`config.mk`:
```
export PLATFORM = sky130hd
export DESIGN_NAME = ksa
export DESIGN_NICKNAME = d
export VERILOG_FILES = /design/src/rtl/ksa_pkg.sv /design/src/rtl/key_byte_sel.sv /design/src/rtl/ksa.sv
export SDC_FILE = /design/constraint.sdc
export NUM_CORES = 1
export LEC_CHECK = 0
export BUFFER_PORTS_ARGS = -buffer_cell sky130_fd_sc_hd__buf_4
export CORE_ASPECT_RATIO = 1.5
export CORE_MARGIN = 4
export CORE_UTILIZATION = 45
export DETAILED_ROUTE_END_ITERATION = 6
export PLACE_DENSITY = 0.73
export REMOVE_ABC_BUFFERS = 1
export SETUP_SLACK_MARGIN = 0.1
export SYNTH_ARGS = -nofsm -noshare
export SYNTH_HDL_FRONTEND = slang
export SYNTH_SLANG_ARGS = --single-unit
export TNS_END_PERCENT = 20
```
`constraint.sdc`:
```
create_clock -name clk -period 4.6 [get_ports clk]
set_clock_uncertainty 0.2 [all_clocks]
set_input_delay 0.69 -clock clk [delete_from_list [all_inputs] [get_ports clk]]
set_output_delay 0.69 -clock clk [all_outputs]
set_load 0.01 [all_outputs]
```
`src/rtl/ksa_pkg.sv`:
```
// ---------------------------------------------------------------------------
// ksa_pkg
// Shared types and constants for the RC4 key-scheduling block.
//   ksa_state_t    : FSM state encoding used by ksa
//   KSA_DATA_WIDTH : default S word / address width
//   KSA_KEY_BYTES  : default secret key length in bytes
//   S_LAST         : highest S index for the default width (last iteration)
//   key_byte_t     : one byte of the secret key
//   key_idx_width  : width of the key byte index counter for a given key length
// ---------------------------------------------------------------------------
package ksa_pkg;

  localparam int KSA_DATA_WIDTH = 8;
  localparam int KSA_KEY_BYTES  = 3;
  localparam int S_LAST         = (1 << KSA_DATA_WIDTH) - 1;

  typedef logic [7:0] key_byte_t;

  typedef enum logic [3:0] {
    IDLE,
    RD_I,
    WT_I,
    CALC_J,
    RD_J,
    WT_J,
    WR_I,
    WR_J,
    DONE
  } ksa_state_t;

  // A single-byte key still needs a 1-bit index register.
  function automatic int key_idx_width(input int n);
    return (n > 1) ? $clog2(n) : 1;
  endfunction

endpackage

```
`src/rtl/key_byte_sel.sv`:
```
// ---------------------------------------------------------------------------
// key_byte_sel
// Selects one byte of the secret key by index. Byte 0 is the most significant
// byte of secret_key (big-endian order), matching the usual RC4 key layout.
//   secret_key : in  8*KEY_BYTES  full key
//   k          : in  K_W          byte index, 0..KEY_BYTES-1
//   key_byte   : out 8            selected byte (0 for an out-of-range index)
// Purely combinational.
// ---------------------------------------------------------------------------
module key_byte_sel
  import ksa_pkg::*;
#(
  parameter int KEY_BYTES = KSA_KEY_BYTES,
  parameter int K_W       = key_idx_width(KSA_KEY_BYTES)
) (
  input  logic [8*KEY_BYTES-1:0] secret_key,
  input  logic [K_W-1:0]         k,
  output key_byte_t              key_byte
);

  key_byte_t key_bytes [KEY_BYTES];

  genvar gi;
  generate
    for (gi = 0; gi < KEY_BYTES; gi++) begin : g_split
      // Byte gi sits gi bytes down from the top of the key vector.
      assign key_bytes[gi] = secret_key[8*(KEY_BYTES-gi)-1 -: 8];
    end
  endgenerate

  always_comb begin
    key_byte = '0;
    for (int b = 0; b < KEY_BYTES; b++) begin
      if (k == K_W'(b)) begin
        key_byte = key_bytes[b];
      end
    end
  end

endmodule

```
`src/rtl/ksa.sv`:
```
// ---------------------------------------------------------------------------
// ksa
// RC4 key-scheduling stage. Assumes S[a]=a has already been written to the
// external single-port S memory. For i = 0..2^DATA_WIDTH-1 it computes
//   j = j + S[i] + key[i mod KEY_BYTES]   (mod 2^DATA_WIDTH)
// and swaps S[i] and S[j], then raises finish and stays done until reset.
//
// Ports
//   clk        : in  1             rising-edge clock
//   rst_n      : in  1             asynchronous active-low reset
//   start      : in  1             level, only looked at while idle
//   secret_key : in  8*KEY_BYTES   held stable from start until finish
//   address    : out DATA_WIDTH    S memory address
//   data       : out DATA_WIDTH    S memory write data (0 unless writing)
//   q          : in  DATA_WIDTH    S memory read data, one cycle after address
//   wren       : out 1             S memory write enable
//   finish     : out 1             sticky done flag
//
// Optional feature macro: KSA_SWAP_SKIP_EN
//   When defined, an iteration with j == i skips both writes and returns to
//   the next read straight from WT_J (5 cycles instead of 7). Without it every
//   iteration takes 7 cycles and always writes, so a run is 1792 cycles.
//
// All outputs are registered: each transition loads the address/data/wren
// values that belong to the state being entered, so they are valid for the
// whole cycle the FSM spends in that state.
// ---------------------------------------------------------------------------
module ksa
  import ksa_pkg::*;
#(
  parameter int DATA_WIDTH = KSA_DATA_WIDTH,
  parameter int KEY_BYTES  = KSA_KEY_BYTES
) (
  input  logic                    clk,
  input  logic                    rst_n,
  input  logic                    start,
  input  logic [8*KEY_BYTES-1:0]  secret_key,
  output logic [DATA_WIDTH-1:0]   address,
  output logic [DATA_WIDTH-1:0]   data,
  input  logic [DATA_WIDTH-1:0]   q,
  output logic                    wren,
  output logic                    finish
);

  localparam int                  K_W    = key_idx_width(KEY_BYTES);
  localparam logic [DATA_WIDTH-1:0] I_LAST = '1;
  localparam logic [K_W-1:0]      K_LAST = K_W'(KEY_BYTES - 1);

  ksa_state_t              state_reg;
  logic [DATA_WIDTH-1:0]   i_reg;
  logic [DATA_WIDTH-1:0]   j_reg;
  logic [K_W-1:0]          k_reg;
  logic [DATA_WIDTH-1:0]   si_reg;
  logic [DATA_WIDTH-1:0]   sj_reg;

  logic [DATA_WIDTH-1:0]   address_reg;
  logic [DATA_WIDTH-1:0]   data_reg;
  logic                    wren_reg;
  logic                    finish_reg;

  key_byte_t               key_byte;
  logic [DATA_WIDTH-1:0]   j_next;
  logic [DATA_WIDTH-1:0]   i_next;
  logic [K_W-1:0]          k_next;
  logic                    last_iter;

  key_byte_sel #(
    .KEY_BYTES (KEY_BYTES),
    .K_W       (K_W)
  ) u_key_byte_sel (
    .secret_key (secret_key),
    .k          (k_reg),
    .key_byte   (key_byte)
  );

  // Natural wrap of the DATA_WIDTH-bit sum gives the mod 2^DATA_WIDTH.
  assign j_next    = j_reg + si_reg + DATA_WIDTH'(key_byte);
  assign i_next    = i_reg + DATA_WIDTH'(1);
  // Key index is a wrap counter that tracks i mod KEY_BYTES without a divider.
  assign k_next    = (k_reg == K_LAST) ? '0 : k_reg + K_W'(1);
  assign last_iter = (i_reg == I_LAST);

  always_ff @(posedge clk or negedge rst_n) begin
    if (!rst_n) begin
      state_reg   <= IDLE;
      i_reg       <= '0;
      j_reg       <= '0;
      k_reg       <= '0;
      si_reg      <= '0;
      sj_reg      <= '0;
      address_reg <= '0;
      data_reg    <= '0;
      wren_reg    <= 1'b0;
      finish_reg  <= 1'b0;
    end else begin
      // Only the two write states drive data/wren; everything else is quiet.
      wren_reg <= 1'b0;
      data_reg <= '0;

      case (state_reg)
        IDLE: begin
          address_reg <= '0;
          if (start) begin
            state_reg   <= RD_I;
            address_reg <= i_reg;
          end
        end

        RD_I: begin
          state_reg   <= WT_I;
          address_reg <= i_reg;
        end

        WT_I: begin
          // q now holds S[i] for the address presented in RD_I.
          si_reg      <= q;
          state_reg   <= CALC_J;
          address_reg <= i_reg;
        end

        CALC_J: begin
          j_reg       <= j_next;
          state_reg   <= RD_J;
          address_reg <= j_next;
        end

        RD_J: begin
          state_reg   <= WT_J;
          address_reg <= j_reg;
        end

        WT_J: begin
          sj_reg <= q;
`ifdef KSA_SWAP_SKIP_EN
          if (j_reg == i_reg) begin
            // Self-swap leaves S unchanged: skip both writes and advance.
            if (last_iter) begin
              state_reg   <= DONE;
              address_reg <= '0;
              finish_reg  <= 1'b1;
            end else begin
              i_reg       <= i_next;
              k_reg       <= k_next;
              state_reg   <= RD_I;
              address_reg <= i_next;
            end
          end else begin
            state_reg   <= WR_I;
            address_reg <= i_reg;
            data_reg    <= q;
            wren_reg    <= 1'b1;
          end
`else
          // S[j] goes straight from q into the write data for WR_I.
          state_reg   <= WR_I;
          address_reg <= i_reg;
          data_reg    <= q;
          wren_reg    <= 1'b1;
`endif
        end

        WR_I: begin
          state_reg   <= WR_J;
          address_reg <= j_reg;
          data_reg    <= si_reg;
          wren_reg    <= 1'b1;
        end

        WR_J: begin
          // i stops at its last value; it never wraps back to 0 inside a run.
          if (last_iter) begin
            state_reg   <= DONE;
            address_reg <= '0;
            finish_reg  <= 1'b1;
          end else begin
            i_reg       <= i_next;
            k_reg       <= k_next;
            state_reg   <= RD_I;
            address_reg <= i_next;
          end
        end

        DONE: begin
          // Terminal until reset; start is ignored here.
          address_reg <= '0;
          finish_reg  <= 1'b1;
        end

        default: begin
          state_reg   <= IDLE;
          address_reg <= '0;
        end
      endcase
    end
  end

  assign address = address_reg;
  assign data    = data_reg;
  assign wren    = wren_reg;
  assign finish  = finish_reg;

endmodule

```
Word-level counts from Yosys, hierarchy flattened
Index checks and enable logic that the tools add are counted.

Mux-type cells: 14. Equality and inequality tests: 13. Add/sub/neg operators: 4. Reductions and logical operators: 9. Bitwise operators: 2.

Operators with widths (number): $mux 8 (5); $pmux 8 s5 (1); $pmux 4 s9 (1); $add 8x8->8 (2); $eq 4x3->1 const B (4); $pmux 8 s2 (1); $add 8x1->8 const B (1); $eq 4x2->1 const B (2); $eq 8x8->1 const B (1); $mux 4 (2); $reduce_and 2->1 (3); $eq 4x1->1 const B (1); $eq 4x4->1 const B (1); $logic_not 4->1 (1); $ne 2x2->1 const B (2); $reduce_or 2->1 (2); $reduce_or 3->1 (1); $add 2x1->2 const B (1); $eq 2x1->1 const B (1); $eq 2x2->1 const B (1); $logic_not 2->1 (1); $mux 1 (2); $mux 2 (1); $not 1->1 (2); 2 further kinds (2).

Input bits: 35. Output and inout bits: 18. Logic and storage cells: 51. Flip-flop bits (word level): 48.

Depth between registers and ports, before layout
Gate-level depths: netlist (run 1).

Depth in word-level cells: 6. Mapped depth: 13.

Modules after synthesis
From an unflattened synthesis (run 1), not the netlist that was laid out.

Cell total of the unflattened synthesis: 246. Area total of the unflattened synthesis: 2701.3 um^2.

Modules (own cells, without submodules): ksa (cells an instance 226, sequential area each 1201.2 um^2, area an instance 2503.7 um^2, instances 1); key_byte_sel (cells an instance 20, sequential area each 0.0 um^2, area an instance 197.7 um^2, instances 1).

Worst setup path after synthesis (run 1)
No wires, ideal clock.

Path kind: in2reg. Start point: input secret_key[9]. End point: register address_reg[7] (netlist: address[7]). Setup time: 0.135 ns. Stages: 10. Arrival: 2.774 ns. Data required time: 4.265 ns. Slack: 1.491 ns. Path through: mux2i_1 > o21ai_0 > fa_1 > ha_1 > fa_1 > a211oi_1 > o21bai_1 > a21oi_1 > xnor2_1 > o211ai_1.

Longest elaborated chain between the ends: 4.

Ends and longest elaborated chain: start: declaration (RTL line ksa.sv:37) `input logic [8*KEY_BYTES-1:0] secret_key,`; $mux 8 (2 in a row) (RTL line key_byte_sel.sv:34) `if (k == K_W'(b)) begin`; $add 8x8->8 (RTL line ksa.sv:77) `assign j_next = j_reg + si_reg + DATA_WIDTH'(key_byte);`; $pmux 8 s5 (RTL line ksa.sv:100) `case (state_reg)`; end signal: assignment (RTL line ksa.sv:105) `address_reg <= i_reg;`; end signal: assignment (RTL line ksa.sv:111) `address_reg <= i_reg;`; end signal: assignment (RTL line ksa.sv:118) `address_reg <= i_reg;`; end: declaration (RTL line ksa.sv:56) `logic [DATA_WIDTH-1:0] address_reg;`.

No other way between the ends. A chain may end at the register's enable or synchronous reset.

Worst setup path after layout (run 1)
Start point: register k_reg[0]. End point: register address_reg[7] (netlist: address[7]).

Longest elaborated chain between the ends: 6. Elaborated cells between the ends (all ways): 8. Those cells by class: 1 x add/sub; 2 x eq/ne; 4 x mux; 1 x reduce/logical.

Ends and longest elaborated chain: start: declaration (RTL line ksa.sv:52) `logic [K_W-1:0] k_reg;`; start signal: assignment (RTL line ksa.sv:177) `k_reg <= k_next;`; $logic_not 2->1 (RTL line key_byte_sel.sv:34); $mux 8 (2 in a row) (RTL line key_byte_sel.sv:34); $mux 8 (*) (RTL line key_byte_sel.sv:34); $add 8x8->8 (*) (RTL line ksa.sv:77); $pmux 8 s5 (*) (RTL line ksa.sv:100).

Every way passes the cells marked *; elsewhere a longest branch is shown, timed or not.

==> impl_metrics.env, run 1 <==
export IMPL_syn2layout_area_growth_pct=18.0
export IMPL_ys_async_sr_fraction_pct=100
export IMPL_layout_drive_gt1_share_pct=24.8
export IMPL_fin_crit_sh_pct=80.8
export IMPL_synth_top_family_by_area="simple AND/OR/NAND/NOR gates"
export IMPL_port_buffers=52
export IMPL_viasPerCell=5.50
export IMPL_fin_tns_setup_ns=0
export IMPL_dp_worst_setup_slack_ns=0.896
export IMPL_status="finished clean"
export IMPL_ir_worst_vdd_v=0.000422
export IMPL_yosys_top_cells_area="dfrtp_1 44%, fa_1 5.9%, nand2_1 4.6%"
export IMPL_ys_top_cells_by_count="48 x dfrtp_1, 33 x nand2_1, 26 x nor2_1, 16 x o21ai_0, 12 x a21oi_1"
export IMPL_synthSimpleGateAreaFrac_pct=16.7
export IMPL_via_count=2100
export IMPL_ff2ff_path_depth=11
export IMPL_first_pass_iters=4
export IMPL_syn_area_per_cell_sq_um=10.2
export IMPL_cp_required_ns=4.57
export IMPL_synth_edff_count=0
export IMPL_nNetsFinal=359
export IMPL_die_area_sq_um=7350
export IMPL_drc=0
export IMPL_die_height_um=103
export IMPL_maxSlewViolCount=0
export IMPL_wl_um=5730
export IMPL_synth_fa_ha_area_share_pct=9.14
export IMPL_cp_arrival_ns=3.69
export IMPL_synth_compound_area_share_pct=15.9
export IMPL_end_kind="flip-flop"
export IMPL_hold_buffers=0
export IMPL_reg2reg_to="address[7]"
export IMPL_post_cts_resized=0
export IMPL_synthMuxAreaShare_pct=5.45
export IMPL_ys_seq_area_share_pct=44.3
export IMPL_criticalPathCategory="flip-flop to flip-flop"
export IMPL_post_cts_buffers=0
export IMPL_r2r_slack_ns=0.88
export IMPL_drt_iter0_drc=144
export IMPL_hold_viol=0
export IMPL_syn_cell_area_sq_um=2710
export IMPL_cts_tree="built"
export IMPL_start_util_pct=46.5
export IMPL_core_rowCount=34
export IMPL_p_leak_nw=1.51
export IMPL_worst_slack_ns=0.885
export IMPL_fmax_mhz=269
export IMPL_die_w_um=71.4
export IMPL_grt_overflow_total=0
export IMPL_dpl_hpwl_um=4420
export IMPL_cap_violations=0
export IMPL_io_pins=53
export IMPL_setup_viol=0
export IMPL_numClockSinks=48
export IMPL_synth_cell_type_count=48
export IMPL_rsz0062_at_grt="no"
export IMPL_grt_pass1_wl_um=9520
export IMPL_synth_seq_cells=48
export IMPL_clock_latency_ns=0.30
export IMPL_cts_buffer_depth=2
export IMPL_relSlewSlack_pct=60.1
export IMPL_cts_buffers=5
export IMPL_start_kind="flip-flop"
export IMPL_r2r_start="k_reg[0]"
export IMPL_ctsHtreeMaxLevel=2
export IMPL_wire_per_inst_um=15.0
export IMPL_gr_usage_all_layers_pct=16.4
export IMPL_path_max_fanout=12
export IMPL_synthMostInstantiatedCell="dfrtp_1"
export IMPL_worst_slew_pin_slew_ns=0.598
export IMPL_synth_warning_count=0
export IMPL_grt_max_degree=49
export IMPL_clk_pin_slew_ns=0.09
export IMPL_hold_class="input pin to asynchronous set/reset pin"
export IMPL_core_area_sq_um=5830
export IMPL_power_density_nw_per_um2=792
export IMPL_post_route_min_period_ns=3.72
export IMPL_antenna_left=0
export IMPL_synth_top_area_share_pct=44.3
export IMPL_synth_area_leader_cell="dfrtp_1"
export IMPL_root_buffer="clkbuf_8"
export IMPL_synth_xor_area_share_pct=4.20
export IMPL_synth_ff_type="dfrtp_1"
export IMPL_diodes=0
export IMPL_gp_congestion=0.855
export IMPL_antenna_found_initial=0
export IMPL_post_synth_inst_count=265
export IMPL_grt_pass1_vias=2084
metrics by stage:
step / total power [mW] / cells / instance area, sq um / hold slack (ns) / utilization, %
floorplan: 1.87 / 250 / 2630 / 0.194 / -
global placement: 2.22 / 374 / 3110 / 0.258 / 53.3
detailed placement: 2.29 / 374 / 3110 / 0.261 / 53.3
CTS: 2.54 / 382 / 3200 / 0.210 / 54.9
global route: 2.79 / 382 / 3200 / 0.231 / 54.9
finish: 2.53 / 382 / 3200 / 0.179 / 54.9
cells in the final DEF (no fill, tap or decap), drive strengths merged, types with 2 or more instances in the layout:
cell,n
ha,7
o211ai,4
buf,52
nand2b,4
clkbuf,5
inv,9
dfrtp,48
a21o,4
o21ai,18
a21oi,12
xor2,6
nor3,6
a22oi,10
a222oi,3
nand2,35
o2111ai,2
nor2,27
xnor2,7
nor2b,4
clkinv,3
fa,8
nand3,3
mux2,6
o21a,2
mux2i,8
cell type report:
class                      count  area (sq um)
fill                         515          2630
clock inverter                 3          18.8
sequential                    48          1200
timing repair buffer          52           390
multi-input combinational    193          1390
inverter                       9          33.8
clock buffer                   5          68.8
tap                           72          90.1
cell families after synthesis:
group | after synthesis
AO/OA/AOI/OAI | 64
XOR/XNOR | 13
adder cells (fa/ha/maj) | 15
buffers and inverters | 24
flip-flops | 48
multiplexers | 14
AND/OR/NAND/NOR | 87
critical path: stages, from the launching register on:
cell and delay [ns]:
dfrtp_1 0.57, nor2b_1 0.50, nand2_1 0.10, o21ai_0 0.12, fa_1 0.47, ha_1 0.24, fa_1 0.42, a211oi_1 0.37
o21bai_1 0.13, a21oi_1 0.19, xnor2_1 0.16, o211ai_1 0.10
report_power, final:
group | total, mW | switching, mW | internal, mW
Clock | 0.252 | 0.146 | 0.106
Sequential | 0.800 | 0.206 | 0.594
Combinational | 1.48 | 0.789 | 0.691
worst max path at each step:
stage                 end  slack, ns  startpoint  cells past startpoint
2_1_floorplan  address[7]       1.33    k_reg[0]                     11
3_3_place_gp   address[7]       1.08    k_reg[0]                     11
3_5_place_dp   address[7]       0.90    k_reg[0]                     11
4_1_cts        address[7]       0.90    k_reg[0]                     11
5_1_grt          j_reg[7]       0.63    k_reg[0]                     11
6_report       address[7]       0.88    k_reg[0]                     11
layer usage:
metal / GRT usage, % / wire (um) / vias to the layer above
met5: 0 / 0 / -
met4: 8.10 / 151 / 0
met3: 2.54 / 204 / 10
met2: 29.0 / 3060 / 47
met1: 19.1 / 2310 / 1034
li1: - / - / 1009
(Power assumes the default switching activity.)
==> run 2, diff against run 1 <==
--- a/config.mk
+++ b/config.mk
@@ -10,7 +10,7 @@
 export CORE_MARGIN = 4
 export CORE_UTILIZATION = 45
 export DETAILED_ROUTE_END_ITERATION = 6
-export PLACE_DENSITY = 0.73
+export PLACE_DENSITY = 0.76
 export REMOVE_ABC_BUFFERS = 1
 export SETUP_SLACK_MARGIN = 0.1
 export SYNTH_ARGS = -nofsm -noshare
==> constraint.sdc (replaced) <==
create_clock -name clk -period 3.25 [get_ports clk]
set_clock_uncertainty 0.2 [all_clocks]
set_input_delay 0.4875 -clock clk [delete_from_list [all_inputs] [get_ports clk]]
set_output_delay 0.4875 -clock clk [all_outputs]
set_load 0.01 [all_outputs]
==> run 2 against run 1 <==
  * Via count is 1.8% lower
  * Sequential share of layout area is 1.3 points lower
  * Count of clock-buffer cells in the layout stayed put
  * Critical path depth stayed put
  * Clock power is 100% higher
  * Cell area is 3.6% higher
  * First-iteration DRC count is 18% lower
  * Setup slack worse by 0.66 ns
  * Fmax is 23% higher
  * Cell count is 1.3% higher
  * Hold slack better by 0.014 ns
  * Largest power group unchanged
==> impl_metrics.env, run 2 (synthesis results as in run 1) <==
export IMPL_drc=0
export IMPL_syn2layout_area_growth_pct=22.2
export IMPL_hold_class="input pin to flip-flop"
export IMPL_cap_violations=0
export IMPL_wire_per_inst_um=14.5
export IMPL_p_seq_share_pct=28.7
export IMPL_wl_um=5600
export IMPL_root_buffer="clkbuf_8"
export IMPL_post_route_min_period_ns=3.03
export IMPL_die_area_sq_um=7350
export IMPL_cp_required_ns=3.24
export IMPL_relSlewSlack_pct=61.2
export IMPL_p_sw_share_pct=43.1
export IMPL_final_common_cell="buf_4"
export IMPL_cts_buffer_depth=2
export IMPL_p_leak_nw=1.56
export IMPL_diodes=0
export IMPL_total_power_mw=3.84
export IMPL_intPower_mw=2.19
export IMPL_port_buffers=52
export IMPL_hold_viol=0
export IMPL_min_from="q[6]"
export IMPL_via_count=2063
export IMPL_grt_pass1_wl_um=9120
export IMPL_gr_usage_all_layers_pct=15.6
export IMPL_p_sw_mw=1.66
export IMPL_hold_depth=3
export IMPL_ir_worst_vdd_v=0.000676
export IMPL_status="finished clean"
export IMPL_viasPerCell=5.33
export IMPL_setup_viol=0
export IMPL_r2r_start="k_reg[0]"
export IMPL_first_pass_iters=5
export IMPL_antenna_found_initial=0
export IMPL_die_w_um=71.4
export IMPL_io_pins=53
export IMPL_worst_slew_pin_slew_ns=0.582
export IMPL_cp_arrival_ns=3.02
export IMPL_placed_cells=378
export IMPL_gp_congestion=0.836
export IMPL_start_kind="flip-flop"
export IMPL_min_to="si_reg[6]"
export IMPL_maxSlewViolCount=0
export IMPL_reg2reg_to="address[7]"
export IMPL_die_height_um=103
export IMPL_start_util_pct=46.5
export IMPL_dpl_hpwl_um=4260
export IMPL_path_max_fanout=5
export IMPL_core_rowCount=34
export IMPL_grt_max_degree=49
export IMPL_mostFrequentLayoutCells="56 x buf_4, 47 x dfrtp_1, 33 x nand2_1"
export IMPL_comb_power_share_pct=57.9
export IMPL_r2r_slack_ns=0.22
export IMPL_core_area_sq_um=5830
export IMPL_fin_crit_sh_pct=93.2
export IMPL_criticalPathCategory="flip-flop to flip-flop"
export IMPL_fmax_mhz=330
export IMPL_antenna_left=0
export IMPL_layout_drive_gt1_share_pct=27.3
export IMPL_rsz0062_at_grt="yes"
export IMPL_clock_latency_ns=0.31
export IMPL_grt_overflow_total=0
export IMPL_numClockSinks=48
export IMPL_clk_pin_slew_ns=0.10
export IMPL_post_cts_buffers=0
export IMPL_nNetsFinal=364
export IMPL_cts_tree="built"
export IMPL_clock_power_share_pct=13.4
export IMPL_stdcell_count=387
export IMPL_cts_buffers=5
export IMPL_ff2ff_path_depth=11
export IMPL_ctsHtreeMaxLevel=2
export IMPL_power_density_nw_per_um2=1160
export IMPL_end_kind="flip-flop"
export IMPL_drt_iter0_drc=118
export IMPL_grt_pass1_vias=2050
run 2: layout make-up:
cell class / count / area [sq um]
Multi-Input combinational cell: 193 / 1420
Inverter: 9 / 33.8
Clock inverter: 3 / 68.8
Tap cell: 72 / 90.1
Sequential cell: 48 / 1200
Timing Repair Buffer: 57 / 430
Fill cell: 503 / 2520
Clock buffer: 5 / 68.8
run 2: worst max path at each step:
stage	start	end	slack [ns]	depth (start not counted)
2_1_floorplan	k_reg[0]	address[7]	-0.02	11
3_3_place_gp	secret_key[9]	address[7]	0.12	11
3_5_place_dp	k_reg[0]	address[7]	0.03	11
4_1_cts	k_reg[0]	address[7]	0.16	11
5_1_grt	k_reg[0]	address[6]	0.09	9
6_report	k_reg[0]	address[7]	0.22	11
run 2: routing by layer:
metal | part of all wire [%] | global-route usage [%] | wire [um]
met3 | 3.3 | 2.15 | 184
met4 | 3.6 | 8.25 | 202
met1 | 40 | 19.1 | 2260
met2 | 53 | 26.7 | 2950
met5 | 0 | 0 | 0
run 2: power groups by stage:
stage               combinational (mW)  sequential [mW]  clock [mW]
floorplan                         1.54             1.11           0
global placement                  2.06             1.10           0
detailed placement                2.15             1.11           0
CTS                               2.18             1.10       0.524
global route                      2.51             1.15       0.545
finish                            2.22             1.10       0.516
run 2: critical path: stages, from the launching register on:
cell and delay (ns):
dfrtp_2 0.47, nor2b_4 0.16, nand2_1 0.07, o21ai_1 0.11, fa_1 0.44, ha_1 0.24
fa_1 0.43, a211oi_2 0.25, o21bai_1 0.10, a21oi_1 0.17, xnor2_1 0.17, o211ai_1 0.11
run 2: stage by stage:
step	setup WS [ns]	utilization (%)	setup TNS, ns	area [sq um]	hold slack [ns]
floorplan	-0.0249	-	-0.0416	2630	-0.00809
global placement	0.123	53.9	0	3140	0.262
detailed placement	0.0254	53.9	0	3140	0.265
CTS	0.157	56.5	0	3290	0.196
global route	0.0863	56.8	0	3310	0.212
finish	0.221	56.8	0	3310	0.193
run 2: timing repair:
action / CTS / global route
pin swaps: 0 / 1
endpoints found under the setup margin: 2 / 4
hold buffers: 1 / 0
hold endpoints to repair: 16 / 0
gates resized for setup: 2 / 5
